--- src/rtl/spi_rx_slave.sv ---
`timescale 1ns/1ps
// SPI mode-0 peripheral receiver: oversamples sclk/cs/mosi, shifts MSB-first, emits word on cs release.
// Latency: done/err registered SYNC_STAGES+1 clk edges after cs is first sampled high at the pin.
// Backpressure: none; the consumer must take dout on the done pulse (dout then holds until the next valid frame).
module spi_rx_slave #(
    parameter int DATA_W      = 12,
    parameter int SYNC_STAGES = 2
) (
    input  logic              clk,
    input  logic              rst,
    input  logic              sclk,
    input  logic              cs,
    input  logic              mosi,
    output logic [DATA_W-1:0] dout,
    output logic              done,
    output logic              err,
    output logic              busy
);

    localparam int CNT_MAX = DATA_W + 3;
    localparam int CNT_W   = $clog2(CNT_MAX + 1);

    typedef enum logic {
        IDLE = 1'b0,
        RECV = 1'b1
    } state_t;

    state_t state, state_nxt;

    logic [SYNC_STAGES-1:0] sclk_sync, cs_sync, mosi_sync, vld_sync;
    logic                   sclk_s, cs_s, mosi_s, vld_s;
    logic                   sclk_h, cs_h;
    logic                   armed;
    logic                   sclk_rise, cs_fall, cs_rise;

    logic [DATA_W-1:0]      shift_reg, shift_nxt;
    logic [CNT_W-1:0]       cnt, cnt_nxt;
    logic                   frame_end, frame_ok, frame_bad;

    assign sclk_s = sclk_sync[SYNC_STAGES-1];
    assign cs_s   = cs_sync[SYNC_STAGES-1];
    assign mosi_s = mosi_sync[SYNC_STAGES-1];
    assign vld_s  = vld_sync[SYNC_STAGES-1];

    // Synchronizers, edge history and arming. vld_sync marks when the sync chain
    // holds real pin samples rather than reset fill, so a cs held low across reset
    // is never mistaken for a fresh falling edge: cs must be seen high first.
    always_ff @(posedge clk) begin
        if (rst) begin
            sclk_sync <= '0;
            cs_sync   <= '1;
            mosi_sync <= '0;
            vld_sync  <= '0;
            sclk_h    <= 1'b0;
            cs_h      <= 1'b1;
            armed     <= 1'b0;
        end else begin
            sclk_sync <= {sclk_sync[SYNC_STAGES-2:0], sclk};
            cs_sync   <= {cs_sync[SYNC_STAGES-2:0], cs};
            mosi_sync <= {mosi_sync[SYNC_STAGES-2:0], mosi};
            vld_sync  <= {vld_sync[SYNC_STAGES-2:0], 1'b1};
            sclk_h    <= sclk_s;
            cs_h      <= cs_s;
            if (vld_s && cs_s) begin
                armed <= 1'b1;
            end
        end
    end

    assign sclk_rise = sclk_s & ~sclk_h;
    assign cs_fall   = ~cs_s & cs_h & armed;
    assign cs_rise   = cs_s & ~cs_h;

    // Shift/count look-ahead so a same-cycle sclk rise is included in the end-of-frame check
    always_comb begin
        shift_nxt = shift_reg;
        cnt_nxt   = cnt;
        if (sclk_rise) begin
            shift_nxt = {shift_reg[DATA_W-2:0], mosi_s};
            if (cnt != CNT_W'(CNT_MAX)) begin
                cnt_nxt = cnt + 1'b1;
            end
        end
    end

    // State register
    always_ff @(posedge clk) begin
        if (rst) begin
            state <= IDLE;
        end else begin
            state <= state_nxt;
        end
    end

    // Next-state logic: frame opens on cs fall, closes on cs rise
    always_comb begin
        state_nxt = state;
        case (state)
            IDLE:    if (cs_fall) state_nxt = RECV;
            RECV:    if (cs_rise) state_nxt = IDLE;
            default: state_nxt = IDLE;
        endcase
    end

    // Output decode: busy from state, frame verdict at cs release
    always_comb begin
        busy      = (state == RECV);
        frame_end = (state == RECV) && cs_rise;
        frame_ok  = frame_end && (cnt_nxt >= CNT_W'(DATA_W));
        frame_bad = frame_end && !(cnt_nxt >= CNT_W'(DATA_W));
    end

    // Datapath: shift/count while receiving, publish word or flag a short frame
    always_ff @(posedge clk) begin
        if (rst) begin
            shift_reg <= '0;
            cnt       <= '0;
            dout      <= '0;
            done      <= 1'b0;
            err       <= 1'b0;
        end else begin
            done <= frame_ok;
            err  <= frame_bad;
            if (frame_ok) begin
                dout <= shift_nxt;
            end
            if (state == IDLE) begin
                if (cs_fall) begin
                    shift_reg <= '0;
                    cnt       <= '0;
                end
            end else begin
                shift_reg <= shift_nxt;
                cnt       <= cnt_nxt;
            end
        end
    end

endmodule

--- config.mk ---
export PLATFORM = sky130hd
export DESIGN_NAME = spi_rx_slave
export DESIGN_NICKNAME = d
export VERILOG_FILES = /design/src/rtl/spi_rx_slave.sv
export SDC_FILE = /design/constraint.sdc
export NUM_CORES = 1
export LEC_CHECK = 0
export ABC_AREA = 1
export CAP_MARGIN = 10
export CORE_MARGIN = 10
export CORE_UTILIZATION = 40
export CTS_CLUSTER_DIAMETER = 80
export DETAILED_ROUTE_END_ITERATION = 6
export GPL_ROUTABILITY_DRIVEN = 1
export HOLD_SLACK_MARGIN = 0.15
export SLEW_MARGIN = 5
export SYNTH_ARGS = -nofsm -noshare
export SYNTH_HDL_FRONTEND = slang
export SYNTH_SLANG_ARGS = --single-unit
--- constraint.sdc ---
create_clock -name clk -period 1.4 [get_ports clk]
set_clock_uncertainty 0.05 [all_clocks]
set_input_delay 0.28 -clock clk [delete_from_list [all_inputs] [get_ports clk]]
set_output_delay 0.28 -clock clk [all_outputs]
set_load 0.1 [all_outputs]
-- After elaboration in Yosys (flattened, before gate mapping)
Index checks and enable logic that the tools add are counted.
- output and inout port bits: 15
- bits of input ports: 5
- bits in registers: 42
- $lt $le $gt $ge: 1
- reduce and logical (&&, ||, !) cells: 6
- mux-type cells: 11
- bitwise operators: 8
- eq/ne operators: 1
- add/sub/neg operators: 1
- operators with widths (cell ; count):
    two-way mux 12 bit ; 3
    two-way mux 4 bit ; 4
    adder 4 x 1 -> 4 bit (second input constant) ; 1
    bitwise AND 1 bit ; 4
    greater-or-equal comparator 4 bit (second input constant) ; 1
    logical AND 1 bit ; 4
    != test 4 bit (second input constant) ; 1
    NOT 1 bit ; 4
    two-way mux 1 bit ; 3
    one-hot mux 1 bit (2 select lines) ; 1
    nonzero test 2 bit ; 1
    zero test 1 bit ; 1

-- Longest topological paths before layout
- depth after elaboration: 6
- depth in mapped cells: 12

-- Worst setup path after synthesis
Ideal clock, no wire load.
- path kind: register to register
- start: register state, in the netlist busy
- end: register dout[10]
- stages on the path, launching flop included: 8
- path slack: -0.623 ns
- period minus slack after synthesis: 2.023 ns
- data arrival time: 1.860 ns
- setup time: 0.113 ns
- cells stage by stage: dfxtp_1 -> buf_2 -> nand2_1 -> nor2_1 -> nand2_2 -> buf_2 -> nor2_1 -> nor2_1
- word-level cells in the longest chain between the ends: 2
- RTL lines (item ; line ; text):
    start, declared ; 28 ; state_t state, state_nxt;
    start signal, assigned ; 91 ; state <= state_nxt;
    logical AND 1 bit ; 108 ; frame_end = (state == RECV) && cs_rise;
    logical AND 1 bit ; 109 ; frame_ok = frame_end && (cnt_nxt >= CNT_W'(DATA_W));
    end signal, assigned ; 125 ; dout <= shift_nxt;
    end, declared ; 14 ; output logic [DATA_W-1:0] dout,
No other way between the ends.
A chain may end at the register's enable or synchronous reset.

-- Worst setup path after layout
- start: register cnt[1]
- end: register dout[7]
- word-level cells in the longest chain between the ends: 5
- elaborated cells on any way between the ends: 6
- classes of those cells: 1 x add/sub; 1 x order compare; 1 x eq/ne; 2 x mux; 1 x reduce/logical
- RTL lines (item ; line ; text):
    start, declared ; 37 ; logic [CNT_W-1:0] cnt, cnt_nxt;
    start signal, assigned ; 134 ; cnt <= cnt_nxt;
    adder 4 x 1 -> 4 bit / != test 4 bit (equally long branches) ; 81, 80 ;
    two-way mux 4 bit ; 80 ; if (cnt != CNT_W'(CNT_MAX)) begin
    two-way mux 4 bit (*) ; 78 ; if (sclk_rise) begin
    greater-or-equal comparator 4 bit (*) ; 109 ;
    logical AND 1 bit (*) ; 109 ;
Every way passes the cells marked *; elsewhere a longest branch is shown, timed or not.

==> results by group <==
Status
  – Run status: finished, violations left
  – Failing checks: setup timing

Clock network
  – CTS Root Cell: sky130_fd_sc_hd__clkbuf_8
  – TritonCTS sink count: 42
  – Post-CTS clock slew at the launch and capture registers of the worst setup and hold paths: 0.08 ns
  – Number of clock buffers inserted by TritonCTS: 5
  – Deepest level of the CTS H-tree: 2
  – CTS hold repair buffers: 0
  – Clk buf depth: 2
  – Skew-Pair Late Insertion Delay: 0.30 ns
  – TritonCTS clock tree: done

Yosys
  – Post-Synthesis Net Count: 248
  – Flip-flop and latch count after synthesis: 42
  – Synth unique cells: 24
  – Cell area after synthesis: 1690 um^2
  – Mapped Cells: 242
  – Post-synthesis average cell area: 6.96 um^2
  – Share of synthesized area occupied by flip-flops and latches: 49.9%
  – Count of yosys warnings during synthesis: 0

Global routing
  – Wire length of the first global-routing pass: 6.24 mm
  – Via count of the first global-routing pass: 1392
  – Total routing usage reported by global routing: 10.3%
  – Initial antenna violation count: 0
  – Overflow left after global routing: 0
  – Largest net degree at the start of global routing: 26

Floorplanning
  – Die area: 7210 um^2
  – Core Area: 4030 um^2
  – Initial core utilization: 41.8%
  – Height of the chip: 84.9 um
  – Number of placement rows: 23
  – Total I/O pin count: 20
  – Horiz. Die Dim: 84.9 um

Job
  – Maxcap violations: 0

Routing
  – Number of DRC violations after detailed routing: 0
  – Drt first-iter violations: 63
  – Routed length per instance: 11.6 um
  – Total routed wirelength: 3.79 mm
  – DR pass1 iterations: 4
  – Number of vias per cell after detailed routing: 4.61
  – Via count: 1504
  – Post-DRT Antenna Nets: 0

Timing
  – RSZ-0062 raised after global routing: yes
  – Peak clock frequency supported by timing: 0.656 GHz
  – Finish-stage setup viols: 13
  – Actual transition at the worst max-transition pin: 0.307 ns
  – Count of final hold-check violations: 0
  – Final number of max-transition violations: 0
  – Min Tclk post-route: 1.52 ns
  – Share of the clock period used by the worst path after layout: 109%
  – Setup WS post-layout: -0.125 ns
  – Relative slew slack: 79.3%

Critical path
  – Ordered list of cells on the worst path: nand3_1 -> o21bai_1 -> nand2_2 -> nor2_4 -> nand2_4 -> clkbuf_16 -> nor2_2 -> nor2_1
  – Element type at the critical path start: register
  – CP Capture Type: register
  – Arr. time, crit path: 1.67 ns
  – Crit Path Category: register to register
  – Critical path data required time: 1.55 ns
  – Slowest-stage cell, CP: sky130_fd_sc_hd__dfxtp_4
  – Buffers and inverters on the worst path: 1
  – Biggest fanout along the worst timing path: 6
  – Max incr delay on CP: 0.37 ns
  – Dominant delay contributor by cell family on the critical path: simple AND/OR/NAND/NOR gates

Power
  – Sum of internal, switching and leakage power: 0.00219 W
  – Reported leakage power: 1.08 nW
  – Worst VDD drop: 0.626 mV
  – Cell area power density: 887 nW/um^2

Place
  – Final HPWL from detailed placement: 2.45 mm
  – DP Worst Slack: -0.0788 ns
  – Port buffer count: 19
  – Routability cong.: 0.825

Final layout
  – Count of nets after finishing: 281
  – Number of antenna cells inserted: 0
  – Layout overhead on the synthesized area: 46.5%
  – Most common cell after layout, fill and taps aside: sky130_fd_sc_hd__nand2_1
  – Share of post-route cells with drive strength above 1: 26.1%
  – Commonest cells after routing, fill and taps aside: 78 x sky130_fd_sc_hd__nand2_1, 37 x sky130_fd_sc_hd__dfxtp_1, 29 x sky130_fd_sc_hd__nor2_1, 24 x sky130_fd_sc_hd__inv_1, 18 x sky130_fd_sc_hd__buf_12

Min path
  – Type of the tightest min-delay check: register to register
==> final timing paths <==
| path | startpoint | to | slack, ns | cells past startpoint |
|---|---|---|---|---|
| worst min-delay path | sclk_sync[0] | sclk_sync[1] | 0.35 | 2 |
| worst max register to register | cnt[1] | dout[7] | -0.12 | 8 |
| worst min register to register | sclk_sync[0] | sclk_sync[1] | 0.35 | 2 |
| worst max-delay path | cnt[1] | dout[7] | -0.12 | 8 |
==> kinds of logic after synthesis <==
| group | Yosys count | share of synthesized area (%) |
|---|---|---|
| buf+inv | 37 | 8.98 |
| xor+xnor | 1 | 0.520 |
| fa+ha+maj | 1 | 0.742 |
| flops | 42 | 49.9 |
| compound gates | 24 | 7.57 |
| simple gates | 137 | 32.3 |
==> Yosys cell counts, drive strengths merged <==
| master | number | area share (%) |
|---|---|---|
| a31oi | 1 | 0.37 |
| clkbuf | 5 | 1.1 |
| nand3 | 5 | 1.5 |
| buf | 6 | 2.1 |
| nand2 | 90 | 20 |
| o22ai | 1 | 0.37 |
| o21ai | 5 | 1.5 |
| o211ai | 1 | 0.45 |
| a21oi | 15 | 4.5 |
| o21bai | 1 | 0.45 |
| inv | 26 | 5.8 |
| nor3 | 1 | 0.30 |
| ha | 1 | 0.74 |
| xor2 | 1 | 0.52 |
| or2 | 2 | 0.74 |
| nor2 | 38 | 9.1 |
| nor4 | 1 | 0.37 |
| dfxtp | 42 | 50 |
==> per-layer routing <==
metal | vias to the layer above | GRT usage, % | routed length [um]
li1 | 793 | - | -
met1 | 687 | 11.9 | 1840
met2 | 18 | 16.3 | 1740
met3 | 6 | 4.21 | 156
met4 | 0 | 4.49 | 53
met5 | - | 0 | 0
==> tightest hold or removal path: stages, from the launching register on <==
cell	delay [ns]
sky130_fd_sc_hd__dfxtp_1	0.30
sky130_fd_sc_hd__inv_1	0.04
sky130_fd_sc_hd__nor2_1	0.03
==> power breakdown <==
| part | total [W] | switching, W | internal (W) |
|---|---|---|---|
| clock network | 0.000871 | 0.000409 | 0.000462 |
| registers | 0.00121 | 0.0000101 | 0.00120 |
| logic | 0.000105 | 0.0000577 | 0.0000470 |
==> timing repair <==
action / 4_1_cts / 5_1_grt
setup buffers: 0 / 2
setup endpoints to repair: 12 / 15
gates cloned: 0 / 2
pin swaps: 1 / 8
resized for setup: 2 / 23
==> layout make-up <==
cell class / count / area (um^2)
Multi-Input combinational cell: 163 / 805
Sequential cell: 42 / 855
Timing Repair Buffer: 37 / 548
Clock buffer: 8 / 101
Fill cell: 379 / 1560
Tap cell: 50 / 62.6
Inverter: 26 / 97.6
==> stage by stage <==
| step | TNS (ns) | hold WS (ns) | area, um^2 | utilization [%] | cells |
|---|---|---|---|---|---|
| 6_report | -1.36 | 0.346 | 2470 | 61.3 | 326 |
| 5_1_grt | -2.66 | 0.372 | 2470 | 61.3 | 326 |
| 2_1_floorplan | 0 | 0.334 | 1740 | - | 242 |
| 3_3_place_gp | -0.254 | 0.340 | 2230 | 55.3 | 315 |
| 3_5_place_dp | -0.749 | 0.342 | 2230 | 55.3 | 315 |
| 4_1_cts | -0.551 | 0.353 | 2330 | 57.9 | 323 |
Power figures use the tool's default switching activity.
